<file path="src/rtl/xbus_arbiter_pkg.sv">
// Shared widths, state encoding and request payload for the picoversat bus arbiter.
package xbus_arbiter_pkg;

  localparam int unsigned XB_ADDR_W = 12;
  localparam int unsigned XB_DATA_W = 32;

  typedef enum logic [1:0] {
    ST_IDLE = 2'd0,
    ST_ADDR = 2'd1,
    ST_DATA = 2'd2
  } xbus_state_e;

  // One master's request payload as seen by the arbiter.
  typedef struct packed {
    logic [XB_ADDR_W-1:0] addr;
    logic                 we;
    logic [XB_DATA_W-1:0] wdata;
    logic                 lock;
  } xbus_req_t;

endpackage

</file>
<file path="src/rtl/xbus_rr_pick.sv">
// Combinational 2-way round-robin picker with lock-reservation override.
module xbus_rr_pick (
  input  logic [1:0] elig_i,
  input  logic       rr_last_i,
  input  logic       resv_vld_i,
  input  logic       resv_own_i,
  output logic       win_c,
  output logic       vld_c
);

  // Reserved owner wins if it asks; otherwise the master that did not win last breaks ties.
  always_comb begin
    win_c = 1'b0;
    vld_c = |elig_i;
    if (resv_vld_i && elig_i[resv_own_i]) begin
      win_c = resv_own_i;
    end else if (&elig_i) begin
      win_c = ~rr_last_i;
    end else begin
      win_c = elig_i[1];
    end
  end

endmodule

</file>
<file path="src/rtl/xbus_arbiter.sv">
// Two-master arbiter serializing controller and DMA requests onto the internal bus.
module xbus_arbiter
  import xbus_arbiter_pkg::*;
#(
  parameter int unsigned LOCK_MAX = 8
) (
  input  logic                 clk,
  input  logic                 rst_n,
  input  logic                 m0_req,
  input  logic [XB_ADDR_W-1:0] m0_addr,
  input  logic                 m0_we,
  input  logic [XB_DATA_W-1:0] m0_wdata,
  input  logic                 m0_lock,
  output logic                 m0_ack,
  output logic                 m0_err,
  output logic [XB_DATA_W-1:0] m0_rdata,
  input  logic                 m1_req,
  input  logic [XB_ADDR_W-1:0] m1_addr,
  input  logic                 m1_we,
  input  logic [XB_DATA_W-1:0] m1_wdata,
  input  logic                 m1_lock,
  output logic                 m1_ack,
  output logic                 m1_err,
  output logic [XB_DATA_W-1:0] m1_rdata,
  output logic                 bus_sel,
  output logic [XB_ADDR_W-1:0] bus_addr,
  output logic                 bus_we,
  output logic [XB_DATA_W-1:0] bus_wdata,
  input  logic [XB_DATA_W-1:0] bus_rdata,
  input  logic                 bus_trap
);

  localparam int unsigned CNT_W = $clog2(LOCK_MAX + 1);

  xbus_state_e                     state_q;
  logic                            sel_q;
  logic                            we_q;
  logic [XB_ADDR_W-1:0]            addr_q;
  logic [XB_DATA_W-1:0]            wdata_q;
  logic                            gnt_q;
  logic                            gnt_we_q;
  logic                            gnt_lock_q;
  logic                            trap_q;
  logic [1:0]                      ack_q;
  logic [1:0]                      err_q;
  logic [1:0][XB_DATA_W-1:0]       rdata_q;
  logic                            rr_last_q;
  logic                            resv_q;
  logic [CNT_W-1:0]                lock_cnt_q;

  xbus_req_t  m0_pl_c;
  xbus_req_t  m1_pl_c;
  xbus_req_t  win_pl_c;
  logic [1:0] elig_c;
  logic [1:0] pick_elig_c;
  logic       resv_take_c;
  logic       win_c;
  logic       vld_c;

  assign m0_pl_c = '{addr: m0_addr, we: m0_we, wdata: m0_wdata, lock: m0_lock};
  assign m1_pl_c = '{addr: m1_addr, we: m1_we, wdata: m1_wdata, lock: m1_lock};

  // The master acked this cycle may not win again until the next cycle.
  assign elig_c = {m1_req & ~ack_q[1], m0_req & ~ack_q[0]};

  // In the ack cycle a locking master keeps the bus idle for itself, up to the fairness bound.
  assign resv_take_c = (state_q == ST_IDLE) && (|ack_q) && gnt_lock_q &&
                       ((32'(lock_cnt_q) + 32'd1) < LOCK_MAX);

  assign pick_elig_c = resv_take_c ? 2'b00 : elig_c;
  assign win_pl_c    = win_c ? m1_pl_c : m0_pl_c;

  xbus_rr_pick u_pick (
    .elig_i     (pick_elig_c),
    .rr_last_i  (rr_last_q),
    .resv_vld_i (resv_q),
    .resv_own_i (gnt_q),
    .win_c      (win_c),
    .vld_c      (vld_c)
  );

  // Transaction FSM, bus drive registers, response registers and lock bookkeeping.
  always_ff @(posedge clk or negedge rst_n) begin
    if (!rst_n) begin
      state_q    <= ST_IDLE;
      sel_q      <= 1'b0;
      we_q       <= 1'b0;
      addr_q     <= '0;
      wdata_q    <= '0;
      gnt_q      <= 1'b0;
      gnt_we_q   <= 1'b0;
      gnt_lock_q <= 1'b0;
      trap_q     <= 1'b0;
      ack_q      <= '0;
      err_q      <= '0;
      rdata_q    <= '0;
      rr_last_q  <= 1'b1;
      resv_q     <= 1'b0;
      lock_cnt_q <= '0;
    end else begin
      ack_q   <= '0;
      err_q   <= '0;
      rdata_q <= '0;
      unique case (state_q)
        ST_IDLE: begin
          if (resv_take_c) begin
            resv_q     <= 1'b1;
            lock_cnt_q <= lock_cnt_q + CNT_W'(1);
          end else begin
            resv_q <= 1'b0;
            if (vld_c) begin
              state_q    <= ST_ADDR;
              sel_q      <= 1'b1;
              we_q       <= win_pl_c.we;
              addr_q     <= win_pl_c.addr;
              wdata_q    <= win_pl_c.wdata;
              gnt_q      <= win_c;
              gnt_we_q   <= win_pl_c.we;
              gnt_lock_q <= win_pl_c.lock;
              rr_last_q  <= win_c;
              if (!(resv_q && (win_c == gnt_q))) begin
                lock_cnt_q <= '0;
              end
            end else if (resv_q || (|ack_q)) begin
              lock_cnt_q <= '0;
            end
          end
        end
        ST_ADDR: begin
          sel_q   <= 1'b0;
          we_q    <= 1'b0;
          trap_q  <= bus_trap;
          state_q <= ST_DATA;
        end
        ST_DATA: begin
          ack_q[gnt_q]   <= 1'b1;
          err_q[gnt_q]   <= trap_q;
          rdata_q[gnt_q] <= (gnt_we_q || trap_q) ? '0 : bus_rdata;
          state_q        <= ST_IDLE;
        end
        default: begin
          state_q <= ST_IDLE;
        end
      endcase
    end
  end

  assign bus_sel   = sel_q;
  assign bus_we    = we_q;
  assign bus_addr  = addr_q;
  assign bus_wdata = wdata_q;
  assign m0_ack    = ack_q[0];
  assign m1_ack    = ack_q[1];
  assign m0_err    = err_q[0];
  assign m1_err    = err_q[1];
  assign m0_rdata  = rdata_q[0];
  assign m1_rdata  = rdata_q[1];

endmodule
</file>
<file path="config.mk">
export PLATFORM = sky130hd
export DESIGN_NAME = xbus_arbiter
export DESIGN_NICKNAME = d
export VERILOG_FILES = /design/src/rtl/xbus_arbiter_pkg.sv /design/src/rtl/xbus_rr_pick.sv /design/src/rtl/xbus_arbiter.sv
export SDC_FILE = /design/constraint.sdc
export NUM_CORES = 1
export LEC_CHECK = 0
export BUFFER_PORTS_ARGS = -buffer_cell sky130_fd_sc_hd__buf_2
export CAP_MARGIN = 20
export CORE_MARGIN = 10
export CORE_UTILIZATION = 47
export CTS_CLUSTER_SIZE = 24
export DETAILED_ROUTE_END_ITERATION = 8
export HOLD_SLACK_MARGIN = 0.15
export MAX_ROUTING_LAYER = met4
export PLACE_DENSITY = 0.8
export SYNTH_ARGS = -nofsm -noshare
export SYNTH_HDL_FRONTEND = slang
export SYNTH_SLANG_ARGS = --single-unit
</file>
<file path="constraint.sdc">
create_clock -name clk -period 6.1 [get_ports clk]
set_clock_uncertainty 0.1 [all_clocks]
set_input_delay 0.61 -clock clk [delete_from_list [all_inputs] [get_ports clk]]
set_output_delay 0.61 -clock clk [all_outputs]
set_load 0.03 [all_outputs]
</file>
==> summary.md, run 1 <==
| Metric | Value |
|---|---|
| Number of enable flip-flop cells after synthesis | 0 |
| Num rows | 39 |
| Die Area | 16300 sq um |
| CTS tree | yes |
| Cell Chain, Critical Path | nand2b_4 > a21oi_1 > nand2b_1 > inv_2 > mux2_2 |
| First-pass GRT wire length | 27.3 mm |
| Critical Path RT | 6.28 ns |
| CORE AREA | 11400 sq um |
| IO Pins | 243 |
| Pwr dens | 529 nW/um^2 |
| Slew @ Worst Pin | 1.08 ns |
| Synth area leaders | dfrtp_1, and3_1, o31a_1 |
| Crit end category | flop |
| NetSw | 1.67 mW |
| Yosys warnings | 0 |
| Max-slew violation count | 0 |
| Sequential share of power | 31.0% |
| Critical-path top delay cell | inv_2 |
| Syn Std Cell Area | 5460 sq um |
| Clock transition at the registers of the reported paths | 0.06 ns |
| FMAX | 398 MHz |
| CP max stage delay | 0.60 ns |
| Clk pwr share | 25.9% |
| Internal cell power | 2.22 mW |
| Comb pwr share | 43.1% |
| Drt drc | 0 |
| Min Tclk post-route | 2.51 ns |
| Port-buffer cells | 242 |
| Max clock buf depth | 2 |
| Chip height | 128 um |
| Resized cells post-CTS | 0 |
| Fin area | 7350 sq um |
| Number of H-tree levels | 4 |
| Antenna-violating nets left | 0 |
| Fillcell total | 933 |
| Area added between synthesis and finish | 34.6% |
| Share of layout cells above drive strength 1 | 39.2% |
| Synth Instances | 523 |
| Initial antenna violation count | 1 |
| Gr ovfl total | 0 |
| Die span in x | 128 um |
| CTS Sinks | 126 |
| Hold Fails Final Rpt | 0 |
| Num CTS Buffers | 17 |
| Worst Path Buf+Inv | 1 |
| CP Launch Type | flop |
| CP Class | reg2reg |
| Final Wtd Congestion | 0.855 |
| GRT Overall Usage | 21.2% |
| Root Driver | clkbuf_16 |
| Detailed Route WL | 17.5 mm |
| Primary FF master, synth | dfrtp_1 |
| Relative slew slack | 27.6% |
| Status | finished, final reports clean |
| Fin Setup TNS | 0 ns |
| Nets | 869 |
| Area after DPL | 6730 sq um |
| Non-filler cells, final | 896 |
| Via/cell ratio | 5.58 |
| HP Class | in2async |
| DRT iter0 DRCs | 332 |
| Ys async rst share | 100% |
| Register area share after synthesis | 57.8% |
| Count of final setup violators | 0 |
| RSZ-0062 raised after global routing | no |
| Vias in the first global route | 5214 |
| CTS hold repair buffers | 0 |
| Crit path DAT | 2.70 ns |
| Post-CTS setup buffers | 0 |
| DR vias | 4999 |
| 1st-pass router iterations | 6 |
| Mapped Avg Cell Area | 10.4 sq um |
| Count of cell types in the netlist | 38 |
| List of most frequent post-synthesis cells | dfrtp_1, and3_1, o21ai_0 |
| FF+latch count, synth | 126 |
| Synth top area share | 57.3% |
| Syn nets | 653 |
| Drt wl/cell | 19.6 um |
| Most numerous cell in the Yosys netlist | dfrtp_1 |
| Post-DP HPWL | 12.3 mm |
| Inst Count DP | 862 |
| CP max FO | 50 |
| Sw frac | 43.0% |
| Leakage Power | 4.10 nW |
| Largest net degree at the start of global routing | 67 |
| VDD IR max | 0.331 mV |
| Max-Cap Viols | 0 |
| Dominant cell type by area after synthesis | dfrtp_1 |
| Clock latency on the worst-skew pair | 0.40 ns |
| Initial core utilization | 47.8% |
| Delay-heaviest family, CP | buffers and inverters |
| Post-route clock period utilization | 41.2% |
-- worst reg2reg max path: stages (launching register included) --
cell and delay, ns:
dfrtp_1 0.47, nand2b_4 0.40, a21oi_1 0.28, nand2b_1 0.13, inv_2 0.60, mux2_2 0.42
-- metrics by stage --
step	total power [mW]	utilization, %	hold WS, ns	setup WS [ns]
after floorplan	2.38	-	0.214	4.18
after global placement	2.83	58.9	0.417	3.48
after detailed placement	2.88	58.9	0.434	3.44
after CTS	3.90	64.1	0.174	3.61
after global routing	4.10	64.3	0.208	3.42
final	3.88	64.3	0.151	3.59
-- registers in the layout, indices dropped and copies added (netlist names), 2 cells and up --
register    count
state_q         2
err_q           2
lock_cnt_q      4
bus_addr       12
m0_rdata       32
ack_q           2
m1_rdata       32
bus_wdata      32
-- path summary, 6_finish.rpt --
check                               from           end  slack (ns)  cells past startpoint
hold / removal                     rst_n  m1_rdata[26]        0.15                      1
max in group asynchronous          rst_n   m1_rdata[1]        4.40                      2
setup reg to reg                ack_q[1]         gnt_q        3.59                      5
hold reg to reg                   trap_q      err_q[1]        0.45                      1
min in group clk           bus_rdata[10]  m0_rdata[10]        0.34                      2
setup / recovery                ack_q[1]         gnt_q        3.59                      5
-- layout make-up --
| cell class | instances | area (sq um) | share of cell area, % |
|---|---|---|---|
| Antenna cell | 1 | 2.50 | 0.0341 |
| Clock buffer | 18 | 439 | 5.98 |
| Clock inverter | 14 | 158 | 2.15 |
| Inverter | 46 | 173 | 2.35 |
| Multi-Input combinational cell | 299 | 1960 | 26.7 |
| Sequential cell | 126 | 3150 | 42.9 |
| Tap cell | 143 | 179 | 2.44 |
| Timing Repair Buffer | 249 | 1280 | 17.4 |
-- layer usage --
| layer | global-route usage (%) | vias to the layer above | routed length (um) |
|---|---|---|---|
| li1 | - | 2309 | - |
| met1 | 25.0 | 2406 | 7020 |
| met2 | 33.6 | 260 | 8620 |
| met3 | 6.70 | 24 | 1580 |
| met4 | 7.48 | 0 | 289 |
| met5 | - | - | 0 |
-- cell usage in the layout (no fill, tap or decap), types with 2 or more instances in the layout --
| cell type | netlist | routed |
|---|---|---|
| buf_4 | 0 | 7 |
| and2_1 | 3 | 3 |
| and3_1 | 65 | 65 |
| clkbuf_16 | 0 | 17 |
| inv_6 | 0 | 5 |
| nor3b_2 | 1 | 2 |
| clkinvlp_4 | 0 | 3 |
| a22o_1 | 2 | 2 |
| nand2_1 | 2 | 2 |
| a21o_1 | 2 | 2 |
| nor2_1 | 5 | 4 |
| bufinv_16 | 0 | 2 |
| o21ai_0 | 47 | 47 |
| dfrtp_1 | 125 | 125 |
| a31oi_1 | 45 | 45 |
| o211ai_1 | 2 | 2 |
| o31a_1 | 44 | 44 |
| clkinv_4 | 0 | 3 |
| o21ai_1 | 3 | 2 |
| nand2b_1 | 4 | 4 |
| nand3_1 | 46 | 46 |
| inv_1 | 45 | 45 |
| buf_2 | 12 | 241 |
| mux2_2 | 4 | 4 |
| and3b_1 | 2 | 2 |
| a21oi_1 | 2 | 2 |
| nor2b_1 | 6 | 5 |
-- power groups by stage --
stage | sequential [mW] | clock, mW | combinational (mW)
6_report | 1.20 | 1.01 | 1.67
5_1_grt | 1.23 | 1.06 | 1.82
4_1_cts | 1.20 | 1.02 | 1.67
3_5_place_dp | 1.22 | 0 | 1.66
3_3_place_gp | 1.21 | 0 | 1.62
2_1_floorplan | 1.57 | 0 | 0.811
-- cell families after synthesis --
logic type	after synthesis	synth area share [%]
AO/OA/AOI/OAI	153	18.9
XOR/XNOR	1	0.160
adder cells (fa/ha/maj)	1	0.229
buffers and inverters	98	7.01
flip-flops	126	57.8
multiplexers	4	0.825
AND/OR/NAND/NOR	140	15.1
Note: power is estimated with default switching activity, not from simulation.
==> run 2, diff against run 1 <==
ABC_AREA = 1   (was not set)
CORE_UTILIZATION = 46   (was 47)
PLACE_DENSITY = 0.79   (was 0.8)
clock period = 2.5 ns   (was 6.1 ns; I/O delays follow)
==> summary.md, run 2 <==
| Metric | Value |
|---|---|
| Status | finished, final reports clean |
| VDD IR max | 0.691 mV |
| Initial core utilization | 47.1% |
| Via/cell ratio | 5.06 |
| NetSw | 4.31 mW |
| Flop2flop setup slack | 0.11 ns |
| Internal cell power | 5.90 mW |
| Mux contribution to synthesized area | 0% |
| Vias in the first global route | 5696 |
| Xor and xnor area share after synthesis | 0% |
| Most numerous cell in the Yosys netlist | dfrtp_1 |
| CTS Sinks | 126 |
| Initial antenna violation count | 6 |
| CORE AREA | 10900 sq um |
| Max-slew violation count | 0 |
| Sw frac | 42.2% |
| Synth Area in Compound Gates | 8.20% |
| Comb pwr share | 46.9% |
| Slack of the critical path | 0.113 ns |
| Gr ovfl total | 0 |
| Mapped Avg Cell Area | 10.0 sq um |
| DR vias | 5321 |
| Nets | 1021 |
| Critical Path RT | 2.80 ns |
| R2r startpoint | lock_cnt_q[1] |
| Synth Instances | 511 |
| Dominant cell type by area after synthesis | dfrtp_1 |
| FF+latch count, synth | 126 |
| Post-Synth Simple-Gate Area | 24.2% |
| Max-Cap Viols | 0 |
| Pwr dens | 1200 nW/um^2 |
| Antenna-violating nets left | 0 |
| Hold Crit Depth | 5 |
| Fin util | 78.0% |
| Min Tclk post-route | 2.39 ns |
| List of most frequent post-synthesis cells | dfrtp_1, nand2_1, nor2_1 |
| Die Area | 15800 sq um |
| Drt drc | 0 |
| HP Class | in2reg |
| Clock latency on the worst-skew pair | 0.52 ns |
| Detailed Route WL | 20.1 mm |
| Area added between synthesis and finish | 65.5% |
| Syn Std Cell Area | 5130 sq um |
| Chip height | 126 um |
| Yosys warnings | 0 |
| Most frequent cells in the layout | buf_2, dfrtp_1, nand2_1, dlygate4sd3_1, nor2_1 |
| CP Launch Type | flop |
| IO Pins | 243 |
| Primary FF master, synth | dfrtp_1 |
| Clock transition at the registers of the reported paths | 0.06 ns |
| Sequential share of power | 28.8% |
| Post-route clock period utilization | 95.5% |
| Hold Fails Final Rpt | 0 |
| Drt wl/cell | 19.2 um |
| CTS tree | yes |
| Number of enable flip-flop cells after synthesis | 0 |
| Crit end category | flop |
| DRT iter0 DRCs | 400 |
| Largest family of logic cells by synthesized area | simple AND/OR/NAND/NOR gates |
| HP Start | m0_wdata[3] |
| Count of cell types in the netlist | 30 |
| FMAX | 419 MHz |
| Root Driver | clkbuf_8 |
| CP max FO | 10 |
| 1st-pass router iterations | 6 |
| R2r worst-path depth | 11 |
| Final Wtd Congestion | 0.821 |
| Die span in x | 126 um |
| Slew @ Worst Pin | 0.479 ns |
| End of the worst hold path | bus_wdata[3] |
| Cell Chain, Critical Path | ha_2 > nand3_1 > nand2_1 > nor2_2 > nand2_4 > o21ai_4 > nor2_4 > buf_12 > nand3_2 > o21a_1 > dlygate4sd3_1 |
| Dpl ws | 0.429 ns |
| Max clock buf depth | 2 |
| Crit path DAT | 2.69 ns |
| Num CTS Buffers | 17 |
| Port-buffer cells | 242 |
| Ys async rst share | 100% |
| Leading cell type in the layout, fill and taps excluded | buf_2 |
| Syn nets | 641 |
| Number of H-tree levels | 4 |
| Largest net degree at the start of global routing | 81 |
| Leakage Power | 4.37 nW |
| Worst reg2reg path endpoint | bus_addr[3] |
| Relative slew slack | 67.9% |
| Adder-Cell Fraction of Synth Area | 0.244% |
| Synth top area share | 61.0% |
| GRT Overall Usage | 24.0% |
| Critical-path top delay cell | dlygate4sd3_1 |
| Share of layout cells above drive strength 1 | 37.5% |
| CP Class | reg2reg |
| First-pass GRT wire length | 29.6 mm |
| Post-DP HPWL | 11.3 mm |
| Overall Power | 10.2 mW |
| Clk pwr share | 24.3% |
| Register area share after synthesis | 61.5% |
| CP max stage delay | 0.55 ns |
| Synth area leaders | dfrtp_1, nand2_1, o21a_1 |
| Count of final setup violators | 0 |
| Num rows | 38 |
[run 2: area by class of cell]
| type | count | area, sq um |
|---|---|---|
| clock inverters | 14 | 183 |
| inverters | 20 | 87.6 |
| repair inverters | 1 | 8.76 |
| clock buffers | 18 | 418 |
| flip-flops and latches | 126 | 3150 |
| multi-input cells | 337 | 1680 |
| diodes | 8 | 20.0 |
| well taps | 140 | 175 |
| fillers | 631 | 2400 |
| repair buffers | 388 | 2760 |
[run 2: timing repair]
action / in CTS / in global routing
setup endpoints to repair: 0 / 12
resized for setup: 0 / 19
buffers inserted: 0 / 6
endpoints found under the hold margin: 237 / 0
hold buffers: 127 / 0
[run 2: worst max-delay path, delay by kind of cell (launching register included)]
family / cells / cell delay, ns
flops: 1 / 0.41
fa+ha+maj: 1 / 0.21
compound gates: 2 / 0.21
simple gates: 6 / 0.61
buf+inv: 2 / 0.72
[run 2: power by group through the flow]
| stage | Sequential (mW) | Clock (mW) | Combinational [mW] |
|---|---|---|---|
| floorplan | 3.86 | 0 | 2.03 |
| global placement | 2.90 | 0 | 3.82 |
| detailed placement | 2.93 | 0 | 3.92 |
| CTS | 2.90 | 2.52 | 4.22 |
| global route | 2.99 | 2.60 | 5.09 |
| finish | 2.94 | 2.48 | 4.79 |
[run 2: worst max path at each step]
stage	from	to
3_5_place_dp	lock_cnt_q[0]	bus_we
5_1_grt	lock_cnt_q[1]	bus_addr[3]
6_report	lock_cnt_q[1]	bus_addr[3]
3_3_place_gp	lock_cnt_q[0]	bus_we
2_1_floorplan	lock_cnt_q[0]	bus_addr[0]
4_1_cts	lock_cnt_q[0]	bus_addr[3]
[run 2: cells by family after synthesis]
logic type	after synthesis
adders and majority gates	1
and+or+nand+nor	281
DFF	126
buffers and inverters	48
AOI/OAI and AO/OA	55
[run 2: through the flow]
| stage | area [sq um] | hold WS [ns] | TNS (ns) | std cells |
|---|---|---|---|---|
| 3_3_place_gp | 6390 | 0.128 | 0 | 875 |
| 6_report | 8490 | 0.176 | 0 | 1052 |
| 3_5_place_dp | 6390 | 0.140 | 0 | 875 |
| 2_1_floorplan | 5130 | -0.146 | 0 | 511 |
| 5_1_grt | 8490 | 0.195 | -0.00677 | 1051 |
| 4_1_cts | 8280 | 0.193 | 0 | 1034 |
[run 2: metal layers]
metal / GRT usage [%] / vias to the layer above / wire length, um
met1: 23.5 / 2546 / 6890
met5: - / - / 0
met3: 5.70 / 84 / 1310
met4: 14.2 / 0 / 973
met2: 42.5 / 298 / 11000
li1: - / 2393 / -
